File: src/rtl/lif_neuron.sv
// Leaky integrate-and-fire neuron: integrates one MAC sum per accepted timestep,
// fires a one-cycle spike at threshold, then sits out a refractory period.
module lif_neuron #(
  parameter int IN_WIDTH  = 8,
  parameter int V_WIDTH   = 12,
  parameter int V_RESET   = 0,
  parameter int REFRACT   = 2,
  parameter int CNT_WIDTH = 16
) (
  input  logic                 clk,
  input  logic                 rst_n,
  input  logic                 clr,
  input  logic [IN_WIDTH-1:0]  sum_in,
  input  logic                 in_valid,
  output logic                 in_ready,
  input  logic [V_WIDTH-1:0]   thresh,
  input  logic [7:0]           leak,
  output logic                 spike,
  output logic [V_WIDTH-1:0]   vmem,
  output logic [CNT_WIDTH-1:0] spike_cnt
);

  localparam int RC_W = (REFRACT > 0) ? $clog2(REFRACT + 1) : 1;

  typedef enum logic [1:0] {
    INTEG = 2'd0,
    FIRE  = 2'd1,
    REFR  = 2'd2
  } state_t;

  state_t               state, state_n;
  logic [V_WIDTH-1:0]   vmem_n;
  logic                 spike_n;
  logic [RC_W-1:0]      refr_cnt, refr_n;
  logic [CNT_WIDTH-1:0] cnt_n;

  logic                 xfer;
  logic [V_WIDTH:0]     sum_ext;
  logic [V_WIDTH-1:0]   s_sat;
  logic [V_WIDTH-1:0]   leak_ext;
  logic [V_WIDTH-1:0]   v_leak;

  // Handshake: a timestep transfers on a rising edge where in_valid && in_ready;
  // in_ready depends only on state, so the producer never sees a combinational loop.
  assign in_ready = (state != FIRE);
  assign xfer     = in_valid && in_ready;

  assign sum_ext  = {1'b0, vmem} + {{(V_WIDTH + 1 - IN_WIDTH){1'b0}}, sum_in};
  assign s_sat    = sum_ext[V_WIDTH] ? {V_WIDTH{1'b1}} : sum_ext[V_WIDTH-1:0];
  assign leak_ext = {{(V_WIDTH - 8){1'b0}}, leak};
  assign v_leak   = (s_sat > leak_ext) ? (s_sat - leak_ext) : '0;

  always_comb begin
    state_n = state;
    vmem_n  = vmem;
    spike_n = 1'b0;
    refr_n  = refr_cnt;
    cnt_n   = spike_cnt;
    unique case (state)
      INTEG: begin
        if (xfer) begin
          vmem_n = v_leak;
          if (v_leak >= thresh) begin
            spike_n = 1'b1;
            state_n = FIRE;
            cnt_n   = (spike_cnt == {CNT_WIDTH{1'b1}}) ? spike_cnt
                                                       : spike_cnt + CNT_WIDTH'(1);
          end
        end
      end
      FIRE: begin
        vmem_n = V_WIDTH'(V_RESET);
        if (REFRACT > 0) begin
          refr_n  = RC_W'(REFRACT);
          state_n = REFR;
        end else begin
          state_n = INTEG;
        end
      end
      REFR: begin
        // Input is consumed during refractory but never integrated.
        if (xfer) begin
          if (refr_cnt <= RC_W'(1)) begin
            refr_n  = '0;
            state_n = INTEG;
          end else begin
            refr_n = refr_cnt - RC_W'(1);
          end
        end
      end
      default: state_n = INTEG;
    endcase
    if (clr) begin
      state_n = INTEG;
      vmem_n  = '0;
      spike_n = 1'b0;
      refr_n  = '0;
      cnt_n   = '0;
    end
  end

  always_ff @(posedge clk or negedge rst_n) begin
    if (!rst_n) begin
      state     <= INTEG;
      vmem      <= '0;
      spike     <= 1'b0;
      refr_cnt  <= '0;
      spike_cnt <= '0;
    end else begin
      state     <= state_n;
      vmem      <= vmem_n;
      spike     <= spike_n;
      refr_cnt  <= refr_n;
      spike_cnt <= cnt_n;
    end
  end

endmodule
File: config.mk
export PLATFORM = sky130hd
export DESIGN_NAME = lif_neuron
export DESIGN_NICKNAME = d
export VERILOG_FILES = /design/src/rtl/lif_neuron.sv
export SDC_FILE = /design/constraint.sdc
export NUM_CORES = 1
export LEC_CHECK = 0
export ABC_AREA = 1
export BUFFER_PORTS_ARGS = -buffer_cell sky130_fd_sc_hd__buf_2
export CAP_MARGIN = 20
export CORE_MARGIN = 8
export CORE_UTILIZATION = 41
export CTS_BUF_LIST = sky130_fd_sc_hd__clkbuf_8
export CTS_CLUSTER_SIZE = 12
export DETAILED_ROUTE_END_ITERATION = 8
export SLEW_MARGIN = 10
export SYNTH_ARGS = -nofsm -noshare
export SYNTH_HDL_FRONTEND = slang
export SYNTH_SLANG_ARGS = --single-unit
File: constraint.sdc
create_clock -name clk -period 4.7 [get_ports clk]
set_input_delay 0.94 -clock clk [delete_from_list [all_inputs] [get_ports clk]]
set_output_delay 0.94 -clock clk [all_outputs]
set_load 0.02 [all_outputs]
==> results of run 1 <==
cell type report:
type / instances / share of cell area [%]
clock buffers: 5 / 1.46
clock inverters: 3 / 0.371
inverters: 87 / 7.10
multi-input cells: 376 / 53.6
flip-flops and latches: 33 / 17.5
well taps: 102 / 2.70
repair buffers: 126 / 17.2
flip-flops by register name (all words and copies together) (netlist names):
name       cells
state          2
refr_cnt       2
vmem          12
spike          1
spike_cnt     16
layout by cell type, fill, tap and decap left out, types with 9 or more instances in the layout:
cell and count:
nand2_1 114, inv_1 83, buf_4 61, buf_2 60, nand3_1 39, nor2_1 37, dfrtp_1 33, nand2_2 20
ha_1 20, nand3_2 17, xor2_1 17, nand4_1 15, a21oi_2 11, ha_4 9
cell families after synthesis:
logic type,Yosys count
compound gates,40
flops,33
simple gates,285
fa+ha+maj,31
buf+inv,96
xor+xnor,19
metrics by stage:
stage               power (mW)  setup WS [ns]  hold WS, ns  util [%]  TNS (ns)
global placement          1.62         -0.472        0.537      52.9     -7.96
floorplan                 1.16        0.00109        0.529         -         0
detailed placement        1.64         -0.507        0.530      52.9     -8.54
finish                    2.28         0.0409        0.534      60.8         0
CTS                       1.99        0.00583        0.549      55.9         0
global route              2.47         -0.153        0.568      60.8     -2.24
power by group through the flow:
| stage | logic (mW) | registers (mW) | clock network, mW |
|---|---|---|---|
| final | 1.71 | 0.366 | 0.209 |
| after global routing | 1.87 | 0.371 | 0.232 |
| after CTS | 1.40 | 0.362 | 0.221 |
| after detailed placement | 1.28 | 0.367 | 0 |
| after global placement | 1.26 | 0.367 | 0 |
| after floorplan | 0.777 | 0.386 | 0 |
cell usage after synthesis (all sizes together) (5+ instances only):
library cell | count | area [um^2]
xor2 | 17 | 149
inv | 86 | 323
ha | 29 | 363
nand3 | 59 | 305
nand4 | 15 | 93.8
nand2 | 139 | 554
nor2 | 46 | 183
buf | 5 | 32.5
nor3 | 13 | 75.1
o21ai | 16 | 83.8
or2 | 6 | 37.5
a21oi | 20 | 111
dfrtp | 33 | 826
critical path: cells and delay by family:
family / cells / cell delay (ns)
buffers and inverters: 3 / 0.34
adder cells (fa/ha/maj): 4 / 1.12
AND/OR/NAND/NOR: 18 / 1.75
AO/OA/AOI/OAI: 5 / 0.73
path summary, 6_finish.rpt:
kind / from / endpoint
hold reg to reg: vmem[6]$_DFFE_PN0P_ / vmem[6]$_DFFE_PN0P_
max in group asynchronous: rst_n / spike_cnt[9]$_DFFE_PN0P_
hold / removal: vmem[6]$_DFFE_PN0P_ / vmem[6]$_DFFE_PN0P_
setup / recovery: sum_in[0] / spike_cnt[3]$_DFFE_PN0P_
setup reg to reg: vmem[0]$_DFFE_PN0P_ / spike_cnt[3]$_DFFE_PN0P_
min in group asynchronous: rst_n / spike_cnt[7]$_DFFE_PN0P_
timing repair:
action | 4_1_cts | 5_1_grt
pin swaps | 9 | 44
setup endpoints to repair | 18 | 18
cloned | 1 | 1
hold endpoints to repair | 0 | 0
gates resized for setup | 25 | 72
setup buffers | 6 | 8
routing by layer:
metal  global-route usage, %  vias up  routed length (um)
met5                       0        -                   0
li1                        -     1869                   -
met2                    30.7       94                5230
met1                    22.6     1706                4650
met4                    4.82        0                 199
met3                    2.98       15                 387
==> results.json, run 1 <==
{
  "status": "completed",
  "place_area_um2": 4110,
  "peakVddDrop_mv": 0.188,
  "clk_path_buf_depth": 2,
  "syn_avg_cell_area_um2": 6.53,
  "vias": 3684,
  "row_count": 32,
  "core_um2": 7770,
  "synth_xor_area_share_pct": 5.05,
  "viasPerCell": 5.03,
  "tightest_slew_ns": 0.929,
  "final_hold_viol_count": 0,
  "maxCapViolCount": 0,
  "switchingPower_mw": 1.11,
  "nets": 692,
  "p_comb_share_pct": 74.8,
  "ioPinCount": 62,
  "routed_wl_um": 10500,
  "end_kind": "flop",
  "yosysSeqAreaShare_pct": 25.1,
  "drv_slew": 0,
  "cts_buffers": 5,
  "finalCritPeriodShare_pct": 99.1,
  "place_inst": 709,
  "cp_common_cell": "nand2_2",
  "synth-edff-count": 0,
  "yosys.area_share.adder_pct": 12.2,
  "power_density_nw_per_um2": 483,
  "h-tree-depth": 2,
  "cts.sinks": 33,
  "place_congestion": 0.949,
  "synth_fp_nets": 567,
  "synth_cell_types": 38,
  "setup_viol": 0,
  "cp.arrival_ns": 4.88,
  "ys_ff_latch": 33,
  "internal_power_mw": 1.17,
  "maxSlewHeadroom_pct": 38.1,
  "grt_max_degree": 34,
  "root_buffer": "clkbuf_8",
  "fill_cells": 739,
  "regArea_um2": 826,
  "timing.final.crit_period_ns": 4.66,
  "cp_slowest_cell": "fa_2",
  "firstDrtPassIters": 4,
  "grt_pass1_vias": 3525,
  "dieArea_um2": 11200,
  "r2r_slack_ns": 0.29,
  "floorplan.initialDensity_pct": 42.4,
  "diodes": 0,
  "cts_hold_buf": 0,
  "routedWlPerCell_um": 14.3,
  "multi_input_area_um2": 2530,
  "hold_depth": 2,
  "clk_pin_slew_worst_paths_ns": 0.07,
  "grt_overflow": 0,
  "dp_hpwl_um": 7840,
  "synth-simple-area-share_pct": 39.5,
  "antenna_found_initial": 0,
  "initialDrtViolationCount": 151,
  "syn_to_final_growth_pct": 43.4,
  "synth_compound_area_share_pct": 6.80,
  "worst_r2r_path_depth": 29,
  "seq_power_share_pct": 16.0,
  "track_usage_pct": 17.9,
  "startpoint_type": "input port",
  "pwr-share-clk_pct": 9.2,
  "hp-class": "flop to flop",
  "drc": 0,
  "rsz0062_at_grt": "true",
  "leakagePower_nw": 2.57,
  "fp.dieW_um": 106,
  "cts_tree": "built",
  "layout.cells.non_filler": 732,
  "ant_nets": 0,
  "synthMuxAreaShare_pct": 0,
  "clock.fmax_mhz": 215,
  "drive_gt1_share_pct": 36.5,
  "clock_latency_ns": 0.28,
  "yosysWarningCount": 0,
  "async_flop_share_pct": 100,
  "path_class": "input port to flop",
  "ys.flop_type": "dfrtp_1",
  "path_max_fanout": 8,
  "fp.dieH_um": 106,
  "worstPathRequired_ns": 4.92,
  "synth_top_family_by_area": "simple AND/OR/NAND/NOR gates",
  "max_stage_delay_ns": 0.40,
  "p_sw_share_pct": 48.8,
  "grt_pass1_wl_um": 16600,
  "portBuffers": 61,
  "syn_inst": 504,
  "stdcell_area_um2": 4720,
  "netlist_area_um2": 3290,
  "fin_skew_ns": 0.00352
}
No activity file was read; power rests on OpenSTA's default activity.
==> run 2: changes to the inputs <==
Settings changed: CAP_MARGIN 20 to 5, GPL_TIMING_DRIVEN set to 0.
==> results.json, run 2 (synthesis gave the netlist of run 1 again) <==
{
  "fp.dieH_um": 106,
  "startpoint_type": "input port",
  "leakagePower_nw": 2.37,
  "viasPerCell": 5.12,
  "path_max_fanout": 5,
  "grt_max_degree": 34,
  "power_density_nw_per_um2": 484,
  "cts_hold_buf": 0,
  "drv_slew": 0,
  "setup_viol": 0,
  "drive_gt1_share_pct": 29.8,
  "regMostFlops": "spike_cnt",
  "row_count": 32,
  "grt_overflow": 0,
  "drc": 0,
  "cp.arrival_ns": 4.76,
  "largest_reg_flops": 16,
  "timing.final.crit_period_ns": 4.59,
  "path_class": "input port to flop",
  "cpLargestDelayFamily": "simple AND/OR/NAND/NOR gates",
  "routed_wl_um": 9850,
  "track_usage_pct": 17.1,
  "clk_path_buf_depth": 2,
  "end_kind": "flop",
  "fin_skew_ns": 0.00491,
  "r2r_end": "spike_cnt[7]$_DFFE_PN0P_",
  "cp_common_cell": "nand2_2",
  "cp-startpoint": "sum_in[0]",
  "r2r_start": "vmem[0]$_DFFE_PN0P_",
  "r2r_slack_ns": 0.38,
  "core_um2": 7770,
  "status": "completed",
  "max_stage_delay_ns": 0.39,
  "portBuffers": 60,
  "worstPathRequired_ns": 4.87,
  "critPathCapture": "spike_cnt[7]$_DFFE_PN0P_",
  "tightest_slew_ns": 0.777,
  "diodes": 0,
  "reg_top3": "spike_cnt x16, vmem x12",
  "ioPinCount": 62,
  "hp-class": "flop to flop",
  "path_buf_inv": 6,
  "switchingPower_mw": 1.01,
  "finalCritPeriodShare_pct": 97.6,
  "cts.sinks": 33,
  "dieArea_um2": 11200,
  "maxCapViolCount": 0,
  "p_sw_share_pct": 47.6,
  "fp.dieW_um": 106,
  "dp_hpwl_um": 7420,
  "maxSlewHeadroom_pct": 48.2,
  "vias": 3534,
  "hold_ws_ns": 0.543,
  "pwr-share-clk_pct": 15.1,
  "cts_tree": "built",
  "antenna_found_initial": 0,
  "rsz0062_at_grt": "true",
  "internal_power_mw": 1.12,
  "clock_latency_ns": 0.28,
  "routedWlPerCell_um": 14.3,
  "initialDrtViolationCount": 155,
  "worst_r2r_path_depth": 30,
  "ant_nets": 0,
  "place_congestion": 0.958,
  "final_hold_viol_count": 0,
  "root_buffer": "clkbuf_8",
  "grt_pass1_wl_um": 16000,
  "syn_to_final_growth_pct": 33.3,
  "clock.fmax_mhz": 218,
  "cts_buffers": 5,
  "clk_pin_slew_worst_paths_ns": 0.07,
  "cp_slowest_cell": "fa_2",
  "tns_ns": 0,
  "h-tree-depth": 2,
  "p_comb_share_pct": 67.8,
  "grt_pass1_vias": 3440,
  "firstDrtPassIters": 5,
  "floorplan.initialDensity_pct": 42.4,
  "final_common_cell": "nand2_1",
  "final_cell_mix": "nand2_1, inv_1, buf_2",
  "seq_power_share_pct": 17.1,
  "worstHoldStart": "vmem[3]$_DFFE_PN0P_",
  "path_depth": 31,
  "peakVddDrop_mv": 0.227,
  "nets": 650
}
## run 2: cell types whose count changed in the layout (fill, tap and decap cells not counted), moves of 3 or more
| cell | change |
|---|---|
| buf_4 | -48 |
| nand3_1 | +10 |
| ha_1 | -4 |
| o21ai_1 | +3 |
| ha_4 | +3 |
| inv_1 | -3 |
| nand3_2 | -9 |
| nand2_1 | +4 |
| inv_2 | +4 |
| nand2_2 | -5 |
| clkbuf_1 | +3 |
## run 2: final cells by class
class,count,area [um^2]
flip-flops and latches,33,826
plain buffers,9,61.3
repair buffers,76,438
clock inverters,3,65.1
well taps,102,128
inverters,87,334
fillers,759,3380
multi-input cells,375,2470
clock buffers,5,68.8
## run 2: stage by stage
| step | area [um^2] | util, % | setup slack (ns) | power [mW] | instances |
|---|---|---|---|---|---|
| after floorplan | 3340 | - | 0.00109 | 1.16 | 504 |
| after global placement | 3770 | 48.5 | -0.698 | 1.43 | 666 |
| after detailed placement | 3770 | 48.5 | -0.750 | 1.44 | 666 |
| after CTS | 4090 | 52.6 | 0.000627 | 1.91 | 684 |
| after global routing | 4390 | 56.5 | -0.149 | 2.31 | 690 |
| final | 4390 | 56.5 | 0.114 | 2.13 | 690 |
## run 2: repair_timing
item | CTS | global route
pin swaps | 10 | 46
endpoints found under the hold margin | 0 | 0
resized for setup | 24 | 62
buffers inserted | 9 | 6
endpoints found under the setup margin | 18 | 18
gates cloned | 1 | 0
## run 2: power by group through the flow
| stage | Clock [mW] | Sequential, mW | Combinational [mW] |
|---|---|---|---|
| after floorplan | 0 | 0.386 | 0.777 |
| after global placement | 0 | 0.363 | 1.07 |
| after detailed placement | 0 | 0.364 | 1.08 |
| after CTS | 0.329 | 0.361 | 1.22 |
| after global routing | 0.340 | 0.371 | 1.59 |
| final | 0.321 | 0.364 | 1.44 |
## run 2: worst reg2reg max path: cells and delay by family, from the launching register on
kind | cells | cell delay [ns]
buffers and inverters | 5 | 0.44
AND/OR/NAND/NOR | 19 | 1.77
adder cells (fa/ha/maj) | 4 | 1.16
flip-flops | 1 | 0.45
AO/OA/AOI/OAI | 2 | 0.38
## run 2: worst min path at each step
stage	to	slack, ns	cells past startpoint
after floorplan	refr_cnt[1]$_DFFE_PN0P_	0.53	2
after global placement	vmem[2]$_DFFE_PN0P_	0.52	2
after detailed placement	vmem[5]$_DFFE_PN0P_	0.52	2
after CTS	vmem[3]$_DFFE_PN0P_	0.54	2
after global routing	vmem[3]$_DFFE_PN0P_	0.58	2
final	vmem[3]$_DFFE_PN0P_	0.54	2
## run 2: metal layers
metal / track usage [%] / wire length, um / vias up
met5: 0 / 0 / -
met4: 4.32 / 108 / 0
met3: 3.29 / 507 / 8
met2: 30.8 / 4970 / 98
met1: 20.2 / 4260 / 1637
li1: - / - / 1791
